`config.mk`:
```
export PLATFORM = sky130hd
export DESIGN_NAME = i2c_byte_rx
export DESIGN_NICKNAME = d
export VERILOG_FILES = /design/src/rtl/i2c_pkg.sv /design/src/rtl/i2c_cond.sv /design/src/rtl/i2c_byte_rx.sv
export SDC_FILE = /design/constraint.sdc
export NUM_CORES = 1
export LEC_CHECK = 0
export ABC_AREA = 1
export CORE_MARGIN = 2
export CORE_UTILIZATION = 58
export DETAILED_ROUTE_END_ITERATION = 16
export HOLD_SLACK_MARGIN = 0.08
export PLACE_DENSITY = 0.83
export SYNTH_ARGS = -nofsm -noshare
export SYNTH_HDL_FRONTEND = slang
export SYNTH_HIERARCHICAL = 1
export SYNTH_SLANG_ARGS = --single-unit
```
`constraint.sdc`:
```
create_clock -name clk -period 3.4 [get_ports clk]
set_input_delay 0.34 -clock clk [delete_from_list [all_inputs] [get_ports clk]]
set_output_delay 0.34 -clock clk [all_outputs]
set_load 0.02 [all_outputs]
```
`src/rtl/i2c_pkg.sv`:
```
// Shared types and sizes for the I2C byte receiver.
// Latency: n/a (declarations only).
// Backpressure: n/a.
package i2c_pkg;
    localparam int BYTE_BITS = 8;
    localparam int TIMEOUT_W = 16;
    localparam int CNT_W     = $clog2(BYTE_BITS);

    typedef enum logic [2:0] {
        ST_IDLE,
        ST_BITS,
        ST_ACK_WAIT,
        ST_ACK_DRV,
        ST_NACK
    } state_t;
endpackage

```
`src/rtl/i2c_cond.sv`:
```
// Bus condition detector: SCL edges and START/STOP from one-cycle-delayed SCL/SDA.
// Latency: strobes are combinational on the current sample; history is one clk deep.
// Backpressure: none; the bus is sampled every clk.
module i2c_cond
    import i2c_pkg::*;
(
    input  logic clk,
    input  logic rstn,
    input  logic scl_i,
    input  logic sda_i,
    output logic scl_rise,
    output logic scl_fall,
    output logic start_det,
    output logic stop_det
);
    logic scl_q;
    logic sda_q;

    // History resets to an idle bus so reset release cannot look like a START.
    always_ff @(posedge clk or negedge rstn) begin
        if (!rstn) begin
            scl_q <= 1'b1;
            sda_q <= 1'b1;
        end else begin
            scl_q <= scl_i;
            sda_q <= sda_i;
        end
    end

    assign scl_rise  = scl_i & ~scl_q;
    assign scl_fall  = ~scl_i & scl_q;
    assign start_det = scl_i & scl_q & sda_q & ~sda_i;
    assign stop_det  = scl_i & scl_q & ~sda_q & sda_i;
endmodule

```
`src/rtl/i2c_byte_rx.sv`:
```
// I2C slave byte receiver with ACK/NACK drive; SCL-low timeout under I2C_BYTE_RX_TIMEOUT_EN.
// Latency: start/stop/byte_vld/timeout pulses one clk after the detecting sample.
// Backpressure: none; ack_req is sampled on the SCL fall after the 8th bit.
module i2c_byte_rx
    import i2c_pkg::*;
#(
    parameter int TIMEOUT_CYCLES = 65535
) (
    input  logic                 clk,
    input  logic                 rstn,
    input  logic                 scl_i,
    input  logic                 sda_i,
    input  logic                 ack_req,
    output logic                 start_o,
    output logic                 stop_o,
    output logic [BYTE_BITS-1:0] byte_o,
    output logic                 byte_vld_o,
    output logic                 sda_oe_o,
    output logic                 timeout_o
);
    logic scl_rise;
    logic scl_fall;
    logic start_det;
    logic stop_det;
    logic to_hit;

    state_t               state;
    logic [CNT_W-1:0]     bit_cnt;
    logic [BYTE_BITS-2:0] shreg;
    logic                 ninth_rise;

    i2c_cond u_cond (
        .clk       (clk),
        .rstn      (rstn),
        .scl_i     (scl_i),
        .sda_i     (sda_i),
        .scl_rise  (scl_rise),
        .scl_fall  (scl_fall),
        .start_det (start_det),
        .stop_det  (stop_det)
    );

`ifdef I2C_BYTE_RX_TIMEOUT_EN
    logic [TIMEOUT_W-1:0] to_cnt;

    assign to_hit = ~scl_i && (state != ST_IDLE) &&
                    (to_cnt == TIMEOUT_W'(TIMEOUT_CYCLES - 1));

    always_ff @(posedge clk or negedge rstn) begin
        if (!rstn) begin
            to_cnt <= '0;
        end else if (scl_i || (state == ST_IDLE) || to_hit) begin
            to_cnt <= '0;
        end else begin
            to_cnt <= to_cnt + 1'b1;
        end
    end
`else
    assign to_hit    = 1'b0;
    assign timeout_o = 1'b0;
`endif

    always_ff @(posedge clk or negedge rstn) begin
        if (!rstn) begin
            state      <= ST_IDLE;
            bit_cnt    <= '0;
            shreg      <= '0;
            ninth_rise <= 1'b0;
            byte_o     <= '0;
            byte_vld_o <= 1'b0;
            start_o    <= 1'b0;
            stop_o     <= 1'b0;
            sda_oe_o   <= 1'b0;
`ifdef I2C_BYTE_RX_TIMEOUT_EN
            timeout_o  <= 1'b0;
`endif
        end else begin
            start_o    <= 1'b0;
            stop_o     <= 1'b0;
            byte_vld_o <= 1'b0;
`ifdef I2C_BYTE_RX_TIMEOUT_EN
            timeout_o  <= 1'b0;
`endif
            // Bus conditions override whatever the bit-level FSM is doing.
            if (start_det) begin
                start_o    <= 1'b1;
                bit_cnt    <= '0;
                shreg      <= '0;
                ninth_rise <= 1'b0;
                sda_oe_o   <= 1'b0;
                state      <= ST_BITS;
            end else if (stop_det) begin
                stop_o   <= 1'b1;
                sda_oe_o <= 1'b0;
                state    <= ST_IDLE;
            end else if (to_hit) begin
`ifdef I2C_BYTE_RX_TIMEOUT_EN
                timeout_o <= 1'b1;
`endif
                sda_oe_o <= 1'b0;
                state    <= ST_IDLE;
            end else begin
                case (state)
                    ST_BITS: begin
                        if (scl_rise) begin
                            shreg   <= {shreg[BYTE_BITS-3:0], sda_i};
                            bit_cnt <= bit_cnt + 1'b1;
                            if (bit_cnt == CNT_W'(BYTE_BITS - 1)) begin
                                byte_o     <= {shreg, sda_i};
                                byte_vld_o <= 1'b1;
                                state      <= ST_ACK_WAIT;
                            end
                        end
                    end
                    ST_ACK_WAIT: begin
                        if (scl_fall) begin
                            ninth_rise <= 1'b0;
                            sda_oe_o   <= ack_req;
                            state      <= ack_req ? ST_ACK_DRV : ST_NACK;
                        end
                    end
                    ST_ACK_DRV: begin
                        // Hold the ACK through the 9th clock high phase, release on its fall.
                        if (scl_rise) begin
                            ninth_rise <= 1'b1;
                        end else if (scl_fall && ninth_rise) begin
                            ninth_rise <= 1'b0;
                            sda_oe_o   <= 1'b0;
                            bit_cnt    <= '0;
                            state      <= ST_BITS;
                        end
                    end
                    default: ;
                endcase
            end
        end
    end
endmodule

```
==> out/metrics.csv <==
stage,metric,value,unit
run_status,run_status,finished clean,
clock_tree,clock_path_buffers,2,
clock_tree,postCtsResizedCells,0,
clock_tree,tritoncts.num_buffers,3,
timing,final_period_minus_worst_setup_slack,2.08,ns
global_route,overflow,0,
placement,dp_hpwl,1990,um
cells_and_area,fillCellCount,199,
power_and_ir_drop,totalPowerFinal,1.19,mW
setup_path,cp_bufs_invs,3,
setup_path,worst_setup_path_start_kind,input pin,
setup_path,r2r_end,bit_cnt[1],
setup_path,critical_path_arrival,2.36,ns
die,die_h,54.5,um
clock_tree,hold_buffers,0,
clock_tree,tritoncts,yes,
timing,report.final.slew_viol_count,0,
logic_synthesis,synthesis.area_per_instance,8.70,um2
cells_and_area,postLayoutCoreUtil,68.9,%
timing,setup-tns-final,0,ns
logic_synthesis,post_synth_design_cell_area,1480,um2
timing,relSlewSlack,60.1,%
timing,grt_setup_unrepaired,no,
global_route,first_global_vias,1127,
cells_and_area,nets,195,
clock_tree,htreeDepth,1,
timing,setup_viol,0,
global_route,maximum_number_of_pins_on_one_net_before_global_route_repair,29,
cells_and_area,area_growth,14.3,%
cells_and_area,count_of_antenna_diodes_in_the_layout,0,
timing,finalClockSkew,0.00658,ns
die,initial_utilization,60.2,%
clock_tree,numClockSinks,28,
cells_and_area,stdcell_count,217,
setup_path,crit_chain,"clkdlybuf4s50_1, inv_1, nand2_1, nor2_1, inv_2, nand2_1, nand3_2, nor2_1, nand2_1, nand2_1",
die,floorplan.die.width,54.5,um
global_route,track_usage,22.2,%
setup_path,cpMaxStageDelayCell,clkdlybuf4s50_1,
die,dieArea,2970,um2
setup_path,path_delay_family,simple AND/OR/NAND/NOR gates,
timing,max_slew.worst_pin.slew,0.597,ns
drt,routed_length_per_placed_instance,12.4,um
drt,route.vias.total,1142,
logic_synthesis,yosysSeqAreaShare,47.5,%
placement,portBuffers,16,
setup_path,timing_worst_setup_path_type,input pin to register,
setup_path,critical-path-top-cell-by-count,nand2_1,
setup_path,ff2ff_setup_slack,1.32,ns
die,core_area,2450,um2
hold_path,hold_class,input pin to asynchronous set/reset pin,
setup_path,worstRegToRegCells,8,
logic_synthesis,synth-seq-cells,28,
drt,avgViaCountPerCell,5.26,
logic_synthesis,mappedNetlistNets,177,
drt,number_of_nets_still_failing_antenna_checks_after_routing,0,
die,num_io_pins,18,
clock_tree,cts_setup_buffers,0,
power_and_ir_drop,p_leak,0.861,nW
drt,finalWirelength,2700,um
global_route,grt_first_pass_wirelength,4720,um
drt,detailedRoute.firstIterationViolations,35,
global_route,grt_antenna_before_repair,0,
setup_path,launch_point_of_the_worst_reg_to_reg_path,u_cond/scl_q,
timing,post-route-period-util,61.3,%
placement,gpl.final_weighted_congestion,0.850,
power_and_ir_drop,vdd_ir_drop_max,0.000503,V
setup_path,end_kind,register,
setup_path,timing.critical_path.required,3.68,ns
logic_synthesis,synth_warnings,6,
clock_tree,cts.root.buffer_cell,clkbuf_4,
clock_tree,clk_latency,0.33,ns
run,max_cap_viol_count,0,
timing,fmax,480,MHz
drt,dr.pass1.iters,4,
timing,final_hold_viol_count,0,
drt,detail_route.drc_violations,0,
setup_path,crit_path_max_incr_delay,0.50,ns
logic_synthesis,synth_cells,170,
logic_synthesis,yosys.cell_types.count,25,
placement,post-place-cells,213,
die,rows,18,
cells_and_area,fraction_of_layout_cells_with_a_size_suffix_above_1,20.3,%
clock_tree,clkTransAtPathRegs,0.15,ns
power_and_ir_drop,power_per_cell_area,701,nW/um2
setup_path,crit_fanout,9,
==> metal layers <==
metal	GRT usage [%]	wire length, um	vias to the layer above
met1	29.1	1250	540
met3	2.73	97	8
met4	10.0	46	0
met2	36.7	1300	29
li1	-	-	565
met5	0	0	-
==> layout by cell type (no fill, tap or decap), types with 7 or more instances in the layout <==
cell type	n
nand2_1	40
dfrtp_1	26
inv_1	22
nor2_1	19
clkdlybuf4s50_1	16
o21ai_2	11
nand3_1	11
nand3_2	7
==> cell families after synthesis <==
| kind of cell | Yosys count | synth area share (%) |
|---|---|---|
| buf+inv | 28 | 9.22 |
| flops | 28 | 47.5 |
| fa+ha+maj | 2 | 1.69 |
| other cells | 1 | 0.254 |
| compound gates | 18 | 8.88 |
| simple gates | 93 | 32.4 |
==> layout make-up <==
type | count | area, um2 | share of cell area, %
flip-flops and latches | 28 | 703 | 41.6
multi-input cells | 114 | 639 | 37.8
repair buffers | 17 | 168 | 9.92
inverters | 24 | 90.1 | 5.33
well taps | 30 | 37.5 | 2.22
clock inverters | 1 | 30.0 | 1.78
clock buffers | 3 | 22.5 | 1.33
==> through the flow <==
| step | setup WS [ns] | cell area [um2] | hold slack [ns] |
|---|---|---|---|
| CTS | 1.34 | 1690 | 0.351 |
| global route | 1.13 | 1690 | 0.401 |
| global placement | 1.12 | 1640 | 0.459 |
| detailed placement | 0.997 | 1640 | 0.466 |
| finish | 1.32 | 1690 | 0.358 |
| floorplan | 1.85 | 1480 | 0.0444 |
==> flip-flops by register name (all words and copies together) (netlist names) <==
register      flops
byte_o            8
shreg             7
bit_cnt           3
state             3
byte_vld_o        1
ninth_rise        1
sda_oe_o          1
start_o           1
stop_o            1
u_cond/scl_q      1
u_cond/sda_q      1
==> how the worst max path moves through the flow <==
| stage | start | end | slack (ns) | depth (start not counted) |
|---|---|---|---|---|
| after global placement | scl_i | bit_cnt[2] | 1.12 | 9 |
| after CTS | u_cond/scl_q | bit_cnt[1] | 1.34 | 8 |
| after detailed placement | sda_i | bit_cnt[1] | 1.0 | 10 |
| after floorplan | u_cond/scl_q | state[1] | 1.85 | 10 |
| after global routing | sda_i | bit_cnt[2] | 1.13 | 10 |
| final | sda_i | bit_cnt[1] | 1.32 | 10 |
==> synthesized netlist by cell type (all sizes together) <==
| library cell | n | area [um2] |
|---|---|---|
| conb | 1 | 3.75 |
| and2 | 1 | 6.26 |
| a21oi | 2 | 10.0 |
| inv | 24 | 90.1 |
| nor2 | 23 | 101 |
| buf | 4 | 46.3 |
| nand2 | 46 | 203 |
| o21ai | 16 | 121 |
| nand3 | 18 | 125 |
| nand4 | 3 | 33.8 |
| dfrtp | 26 | 651 |
| ha | 2 | 25.0 |
| nor3 | 2 | 10.0 |
| dfstp | 2 | 52.6 |
==> where the power goes <==
group / internal [mW] / leakage [nW] / total (mW) / switching (mW)
Sequential: 0.430 / 0.366 / 0.504 / 0.0743
Clock: 0.119 / 0.0279 / 0.217 / 0.0972
Combinational: 0.179 / 0.467 / 0.465 / 0.285
Note: power is estimated with default switching activity, not from simulation.
